==> src/rtl/tlb_lru_state_pkg.sv <==
// Shared constants and state encoding for the TLB LRU rank storage.
package tlb_lru_state_pkg;

    localparam int DEF_NUM_WAYS = 4;
    localparam int DEF_LRU_BITS = 2;
    localparam int TLB_SET_BITS = 4;
    localparam int WAY_BITS     = 2;

    typedef enum logic {
        ST_IDLE = 1'b0,
        ST_WALK = 1'b1
    } lru_state_t;

endpackage

==> src/rtl/tlb_lru_state_rank_update.sv <==
// Combinational next-rank function: makes one way MRU and closes the gap it
// leaves, so a permutation of ranks stays a permutation.
module tlb_lru_rank_update
    import tlb_lru_state_pkg::*;
#(
    parameter int NUM_WAYS = DEF_NUM_WAYS,
    parameter int LRU_BITS = DEF_LRU_BITS
) (
    input  logic [NUM_WAYS*LRU_BITS-1:0] ranks_in,
    input  logic [WAY_BITS-1:0]          way,
    output logic [NUM_WAYS*LRU_BITS-1:0] ranks_out
);

    logic                way_ok;
    logic [LRU_BITS-1:0] old_rank;

    // A way index beyond the configured ways can only occur with fewer than four ways
    if ((1 << WAY_BITS) > NUM_WAYS) begin : g_partial_ways
        assign way_ok = (32'(way) < NUM_WAYS);
    end else begin : g_full_ways
        assign way_ok = 1'b1;
    end

    assign old_rank = way_ok ? ranks_in[way*LRU_BITS +: LRU_BITS] : '0;

    // Touched way becomes MRU; every way ranked above its old rank moves down one
    always_comb begin
        ranks_out = ranks_in;
        if (way_ok) begin
            for (int j = 0; j < NUM_WAYS; j++) begin
                if (WAY_BITS'(j) == way) begin
                    ranks_out[j*LRU_BITS +: LRU_BITS] = LRU_BITS'(NUM_WAYS - 1);
                end else if (ranks_in[j*LRU_BITS +: LRU_BITS] > old_rank) begin
                    ranks_out[j*LRU_BITS +: LRU_BITS] = ranks_in[j*LRU_BITS +: LRU_BITS] - 1'b1;
                end
            end
        end
    end

endmodule

==> src/rtl/tlb_lru_state.sv <==
// Per-set LRU rank array with init/flush walk, update port and a one-cycle
// lookup port that forwards a same-cycle update to the same set.
module tlb_lru_state
    import tlb_lru_state_pkg::*;
#(
    parameter int NUM_WAYS = DEF_NUM_WAYS,
    parameter int LRU_BITS = DEF_LRU_BITS,
    parameter int SET_BITS = TLB_SET_BITS
) (
    input  logic                         clk,
    input  logic                         rst_n,
    input  logic                         flush_req,
    output logic                         busy,
    input  logic                         upd_valid,
    output logic                         upd_ready,
    input  logic [SET_BITS-1:0]          upd_set,
    input  logic [WAY_BITS-1:0]          upd_way,
    input  logic                         rd_valid,
    input  logic [SET_BITS-1:0]          rd_set,
    output logic                         rd_resp_valid,
    output logic [NUM_WAYS*LRU_BITS-1:0] rd_lru_count
);

    localparam int NUM_SETS = 1 << SET_BITS;
    localparam int RW       = NUM_WAYS * LRU_BITS;

    lru_state_t          state;
    logic [SET_BITS-1:0] walk_idx;
    logic [RW-1:0]       rank_mem [NUM_SETS];

    logic [RW-1:0]       init_ranks;
    logic [RW-1:0]       upd_old;
    logic [RW-1:0]       upd_new;
    logic [RW-1:0]       rd_next;
    logic [RW-1:0]       wr_data;
    logic [SET_BITS-1:0] wr_set;
    logic                wr_en;
    logic                idle;
    logic                upd_fire;
    logic                rd_fire;

    assign idle      = (state == ST_IDLE);
    assign busy      = (state == ST_WALK);
    assign upd_ready = idle && !flush_req;
    assign upd_fire  = upd_valid && upd_ready;
    assign rd_fire   = rd_valid && idle && !flush_req;

    // Identity permutation written by the walk: way i gets rank i
    always_comb begin
        init_ranks = '0;
        for (int i = 0; i < NUM_WAYS; i++) begin
            init_ranks[i*LRU_BITS +: LRU_BITS] = LRU_BITS'(i);
        end
    end

    assign upd_old = rank_mem[upd_set];

    tlb_lru_rank_update #(
        .NUM_WAYS (NUM_WAYS),
        .LRU_BITS (LRU_BITS)
    ) u_rank_update (
        .ranks_in  (upd_old),
        .way       (upd_way),
        .ranks_out (upd_new)
    );

    // Single write port: the walk owns it while busy, accepted updates otherwise
    always_comb begin
        wr_en   = 1'b0;
        wr_set  = upd_set;
        wr_data = upd_new;
        if (busy) begin
            wr_en   = 1'b1;
            wr_set  = walk_idx;
            wr_data = init_ranks;
        end else if (upd_fire) begin
            wr_en = 1'b1;
        end
    end

    // Rank array has no reset; the walk after reset rewrites every set
    always_ff @(posedge clk) begin
        if (wr_en) begin
            rank_mem[wr_set] <= wr_data;
        end
    end

    // Walk FSM: one set per cycle, a flush during the walk restarts it from set 0
    always_ff @(posedge clk or negedge rst_n) begin
        if (!rst_n) begin
            state    <= ST_WALK;
            walk_idx <= '0;
        end else begin
            case (state)
                ST_WALK: begin
                    if (flush_req) begin
                        walk_idx <= '0;
                    end else if (walk_idx == SET_BITS'(NUM_SETS - 1)) begin
                        state    <= ST_IDLE;
                        walk_idx <= '0;
                    end else begin
                        walk_idx <= walk_idx + 1'b1;
                    end
                end
                ST_IDLE: begin
                    if (flush_req) begin
                        state    <= ST_WALK;
                        walk_idx <= '0;
                    end
                end
                default: begin
                    state    <= ST_WALK;
                    walk_idx <= '0;
                end
            endcase
        end
    end

    // Lookup data forwards the post-update ranks when the same set is touched this cycle
    assign rd_next = (upd_fire && (upd_set == rd_set)) ? upd_new : rank_mem[rd_set];

    // Registered lookup response; data holds its last value when no lookup fires
    always_ff @(posedge clk or negedge rst_n) begin
        if (!rst_n) begin
            rd_resp_valid <= 1'b0;
            rd_lru_count  <= '0;
        end else begin
            rd_resp_valid <= rd_fire;
            if (rd_fire) begin
                rd_lru_count <= rd_next;
            end
        end
    end

endmodule

==> config.mk <==
export PLATFORM = sky130hd
export DESIGN_NAME = tlb_lru_state
export DESIGN_NICKNAME = d
export VERILOG_FILES = /design/src/rtl/tlb_lru_state_pkg.sv /design/src/rtl/tlb_lru_state_rank_update.sv /design/src/rtl/tlb_lru_state.sv
export SDC_FILE = /design/constraint.sdc
export NUM_CORES = 1
export LEC_CHECK = 0
export CORE_MARGIN = 2
export CORE_UTILIZATION = 55
export CTS_BUF_LIST = sky130_fd_sc_hd__clkbuf_8
export CTS_CLUSTER_DIAMETER = 60
export DETAILED_ROUTE_END_ITERATION = 8
export PLACE_DENSITY = 0.73
export SYNTH_ARGS = -nofsm -noshare
export SYNTH_HDL_FRONTEND = slang
export SYNTH_SLANG_ARGS = --single-unit
==> constraint.sdc <==
create_clock -name clk -period 4.3 [get_ports clk]
set_input_delay 0.43 -clock clk [delete_from_list [all_inputs] [get_ports clk]]
set_output_delay 0.43 -clock clk [all_outputs]
set_load 0.005 [all_outputs]
==> summary by stage, run 1 <==
Status
The run finished with clean final reports.

STA
Of the available clock period, the critical path in the final layout requires 96.5%. The max-slew violation total from the final report is 0. Setup violations remaining at the end of the flow were counted as 0.

Setup repair after global routing left no endpoint under its margin. The fmax is 241 MHz. For the pin with the worst max-slew slack, the measured transition is 0.987 ns. The worst path meets setup with 0.151 ns of slack. Final hold analysis gives a worst-case slack of 0.416 ns. Measured against its own limit, the worst slew margin works out to 34.0%.

The aggregate negative setup slack is 0 ns. The hold violation total from the final report came to 0. The clock tree skew after final layout is 0.0103 ns. The minimum clock period after layout is 4.15 ns.

Clocking
Hold repair after CTS inserted 0 buffers. The clock net in this run drives a total of 142 sinks. The total number of H-tree levels is 4.

The deepest clock path buffer count is 2. TritonCTS built the clock tree. The later-pin clock latency in the skew report is 0.46 ns. The root buffer cell is sky130_fd_sc_hd__clkbuf_8. Clock-pin slew was measured on the worst setup and hold paths at 0.08 ns. Buffers inserted during clock tree synthesis total 17.

Die
Measured along the y axis, the die boundary spans 119 um. The die covers 0.0141 mm^2. The floorplan row count is 41. The area of the core is 0.0127 mm^2. The width of the chip is 119 um. The initial utilization of the core area, before any placement, comes to 57.0%. For this design the top-level I/O count stands at 26.

Yosys
The synthesized netlist net count is 474. By area, the combinational part of the netlist is dominated by multiplexers. After technology mapping, the gate count stands at 450. The biggest area consumer among synthesized cells is sky130_fd_sc_hd__edfxtp_1. Yosys printed 0 warnings.

The sequential-to-total area share from yosys stat is 57.8%. The mean area per synthesized cell is 16.1 um^2. The leading register cell type out of synthesis is sky130_fd_sc_hd__edfxtp_1. The xor and xnor fraction of the mapped netlist area is 1.57%. Sorting the synthesized cells by area gives the leading types as sky130_fd_sc_hd__edfxtp_1 53%, sky130_fd_sc_hd__mux4_2 16%, sky130_fd_sc_hd__dfrtp_1 4.5%. Of the total synthesized cell area, the portion taken by full adders, half adders and majority gates is 1.55%. The unique cell type count in the Yosys netlist is 52.

Measured against the total synthesized area, the mux share comes to 23.6%. The area share of the leading cell type in the synthesized netlist is 53.0%. The async set-reset flop share out of synthesis is 9.86%. Summing the areas of all compound-gate instances in the mapped netlist gives 6.74% of the synthesized area. After synthesis the netlist holds a flip-flop and latch count of 142.

The number of enable-type register cells in the synthesized netlist is 128. The cell area after synthesis is 0.00725 mm^2. The share of synthesized cell area in and, or, nand and nor gates is 5.49%.

Finish
The footprint of the flip-flops and latches is 0.00420 mm^2. The repair_antennas step left the layout with diodes totalling 0. The cell area after layout is 0.00865 mm^2. Compared with the post-synthesis result, the final layout area differs by 19.3%. The post-route netlist has 31.6% of its cells at a drive strength greater than 1. In the final layout, the multi-input gates occupy 0.00285 mm^2.

The final layout net count is 572. The filler cells instantiated in the layout total 904. Once layout is complete, the utilization of the core stands at 68.0%.

The post-route non-filler standard cell count is 733.

Power
In this run the power density over the cells is 366 mW/mm^2. In this run the static leakage power is 3.12 nW. The internal power of the cells totals 2.41 mW. The net switching power is 0.757 mW.

The design draws 3.17 mW. The maximum vdd ir drop is 204 uV. The net switching fraction of the power is 23.9%.

The clock share of power is 36.5%. The logic gate share of total power is 15.0%. The sequential share of power is 48.5%.

Place
Once placement completed, the tool counted placed cells totaling 701. The count of buffers inserted at the top-level ports is 25. The post-place setup slack is -0.569 ns.

Summed over all nets, the half-perimeter wirelength after detailed placement is 13500 um. The post-detailed-placement cell area is 0.00820 mm^2. Routability-driven placement finished with a final weighted congestion of 0.940.

Worst setup path
The critical path is of the input pin to flop type. The worst setup slack for register-to-register paths is 0.39 ns. STA classifies the critical path startpoint as an input pin. Counting cells, the worst reg-to-reg path comes to 12. The endpoint identified for the worst register-to-register timing path is rank_mem[10][1]. STA puts the critical path data arrival time at 4.31 ns.

Data on the critical path is required at its endpoint by 4.47 ns. The startpoint identified for the worst register-to-register timing path is rank_mem[5][6]. The endpoint class of the critical path is a flop. The highest fanout seen on the critical path is 16.

Drt
The total via count after detailed routing is 4814. The wire length per cell is 26.8 um. The detailed-route DRC error count is 0. After detailed routing, the total wire length is 19600 um. The first-pass iteration count of the detailed router is 5.

The residual antenna-violating net count after detailed routing is 0. The mean number of vias per cell is 6.57. The detailed router finished its first iteration with 583 violations.

Hold path
The tightest min-delay check is of the input pin to asynchronous set/reset pin type.

Global routing
The number of antenna violations at the first check in global routing is 0. The aggregate global-route resource usage is 29.5%. The via count of the first global-routing pass came to 4822.

The maximum number of pins on one net before global-route repair is 24. Global routing finished with a remaining overflow of 0. The first global-routing pass estimated 29500 um of wire.

Run
Max-cap violations in this run came to 0.
==> per-layer routing <==
metal | global-route usage (%) | routed length, um | vias to the layer above
met3 | 7.90 | 1840 | 64
met5 | 0 | 0 | -
met2 | 43.4 | 8920 | 284
li1 | - | - | 2035
met1 | 40.0 | 7840 | 2431
met4 | 17.0 | 1040 | 0
==> power groups by stage <==
stage	logic (mW)	registers [mW]	clock network [mW]
after floorplan	0.272	1.56	0
after global placement	0.452	1.56	0
after detailed placement	0.459	1.57	0
after CTS	0.463	1.53	1.17
after global routing	0.506	1.54	1.23
final	0.475	1.54	1.16
==> timing repair <==
action,in CTS,in global routing
gates resized for setup,1,5
endpoints found under the setup margin,16,48
setup buffers,0,0
gates cloned,0,0
==> cells in the mapped netlist, types with 4 or more instances <==
library cell               instances
sky130_fd_sc_hd__dfrtp_1          13
sky130_fd_sc_hd__buf_2             9
sky130_fd_sc_hd__nor2b_1           6
sky130_fd_sc_hd__a221oi_1         11
sky130_fd_sc_hd__ha_1              9
sky130_fd_sc_hd__clkbuf_1          6
sky130_fd_sc_hd__mux2i_1          32
sky130_fd_sc_hd__nor2_1           29
sky130_fd_sc_hd__o22ai_1           5
sky130_fd_sc_hd__inv_1            12
sky130_fd_sc_hd__mux4_2           53
sky130_fd_sc_hd__a221o_1           4
sky130_fd_sc_hd__edfxtp_1        128
sky130_fd_sc_hd__a21oi_1          14
sky130_fd_sc_hd__o21ai_0           8
sky130_fd_sc_hd__nor3_1            6
sky130_fd_sc_hd__nand2_1          22
sky130_fd_sc_hd__nand3_1           7
sky130_fd_sc_hd__mux4_1            7
sky130_fd_sc_hd__xnor2_1           9
sky130_fd_sc_hd__a31oi_1           6
sky130_fd_sc_hd__buf_1             4
sky130_fd_sc_hd__xor2_1            4
sky130_fd_sc_hd__buf_6             4
==> final cells by class <==
cell class	instances	share of cell area [%]
tap	172	2.49
timing repair buffer	106	10.5
clock inverter	13	2.01
inverter	13	0.564
sequential	142	48.5
clock buffer	19	3.02
multi-input combinational	268	32.9
==> worst max-delay path by stage <==
| stage | startpoint | endpoint | depth (start not counted) | slack, ns |
|---|---|---|---|---|
| 6_report | upd_set[1] | rank_mem[10][1] | 14 | 0.15 |
| 5_1_grt | upd_set[1] | rank_mem[7][1] | 15 | 0.005 |
| 4_1_cts | upd_set[1] | rank_mem[12][4] | 16 | 0.04 |
| 3_5_place_dp | upd_set[1] | rank_mem[10][1] | 14 | -0.57 |
| 3_3_place_gp | upd_set[1] | rank_mem[14][1] | 14 | -0.34 |
| 2_1_floorplan | upd_set[0] | rank_mem[0][1] | 14 | 0.40 |
==> registers in the layout, indices dropped and copies added, names as in the netlist <==
signal and flops:
rd_lru_count 8, rd_resp_valid 1, busy 1, rank_mem 128, walk_idx 4
==> cell usage in the layout (no fill, tap or decap), types with 4 or more instances in the layout <==
master / netlist / final
sky130_fd_sc_hd__buf_4: 2 / 76
sky130_fd_sc_hd__mux4_1: 7 / 7
sky130_fd_sc_hd__o21ai_0: 8 / 8
sky130_fd_sc_hd__nand2_1: 22 / 21
sky130_fd_sc_hd__o22ai_1: 5 / 5
sky130_fd_sc_hd__nand3_1: 7 / 7
sky130_fd_sc_hd__clkdlybuf4s50_1: 0 / 23
sky130_fd_sc_hd__inv_1: 12 / 15
sky130_fd_sc_hd__dfrtp_1: 13 / 13
sky130_fd_sc_hd__nor2_1: 29 / 28
sky130_fd_sc_hd__edfxtp_1: 128 / 128
sky130_fd_sc_hd__mux4_2: 53 / 53
sky130_fd_sc_hd__ha_1: 9 / 9
sky130_fd_sc_hd__bufinv_16: 0 / 4
sky130_fd_sc_hd__xor2_1: 4 / 4
sky130_fd_sc_hd__clkbuf_8: 0 / 19
sky130_fd_sc_hd__nor3_1: 6 / 6
sky130_fd_sc_hd__a221oi_1: 11 / 11
sky130_fd_sc_hd__mux2i_1: 32 / 32
sky130_fd_sc_hd__a21oi_1: 14 / 12
sky130_fd_sc_hd__xnor2_1: 9 / 9
sky130_fd_sc_hd__buf_12: 2 / 5
sky130_fd_sc_hd__nor2b_1: 6 / 6
sky130_fd_sc_hd__a221o_1: 4 / 4
sky130_fd_sc_hd__a31oi_1: 6 / 6
==> critical path, stage by stage <==
cell and delay [ns]:
sky130_fd_sc_hd__clkdlybuf4s50_1 0.62, sky130_fd_sc_hd__buf_4 0.24, sky130_fd_sc_hd__mux4_2 0.30, sky130_fd_sc_hd__or2_1 0.24, sky130_fd_sc_hd__a21oi_1 0.19, sky130_fd_sc_hd__nor2_1 0.10
sky130_fd_sc_hd__mux4_2 0.52, sky130_fd_sc_hd__ha_1 0.30, sky130_fd_sc_hd__nand2_1 0.06, sky130_fd_sc_hd__o21ai_0 0.16, sky130_fd_sc_hd__a211oi_1 0.33, sky130_fd_sc_hd__nor2_1 0.09
sky130_fd_sc_hd__xor2_1 0.17, sky130_fd_sc_hd__a21oi_2 0.54
==> logic make-up after synthesis <==
kind of cell	after synthesis
AOI/OAI and AO/OA	67
xor gates and xnor gates	13
adders and majority gates	9
buffers and inverters	40
DFF	142
muxes	93
and+or+nand+nor	86
No activity file was read; power rests on OpenSTA's default activity.
==> run 2: changes to the inputs <==
- HOLD_SLACK_MARGIN: default -> 0.08
==> results of run 2 <==
Same layout as run 1: the final DEF is identical, and so are final timing and power.
==> run 3: changes to the inputs <==
- CAP_MARGIN: default -> 20
==> results of run 3 <==
Same layout as run 1: the final DEF is identical, and so are final timing and power.
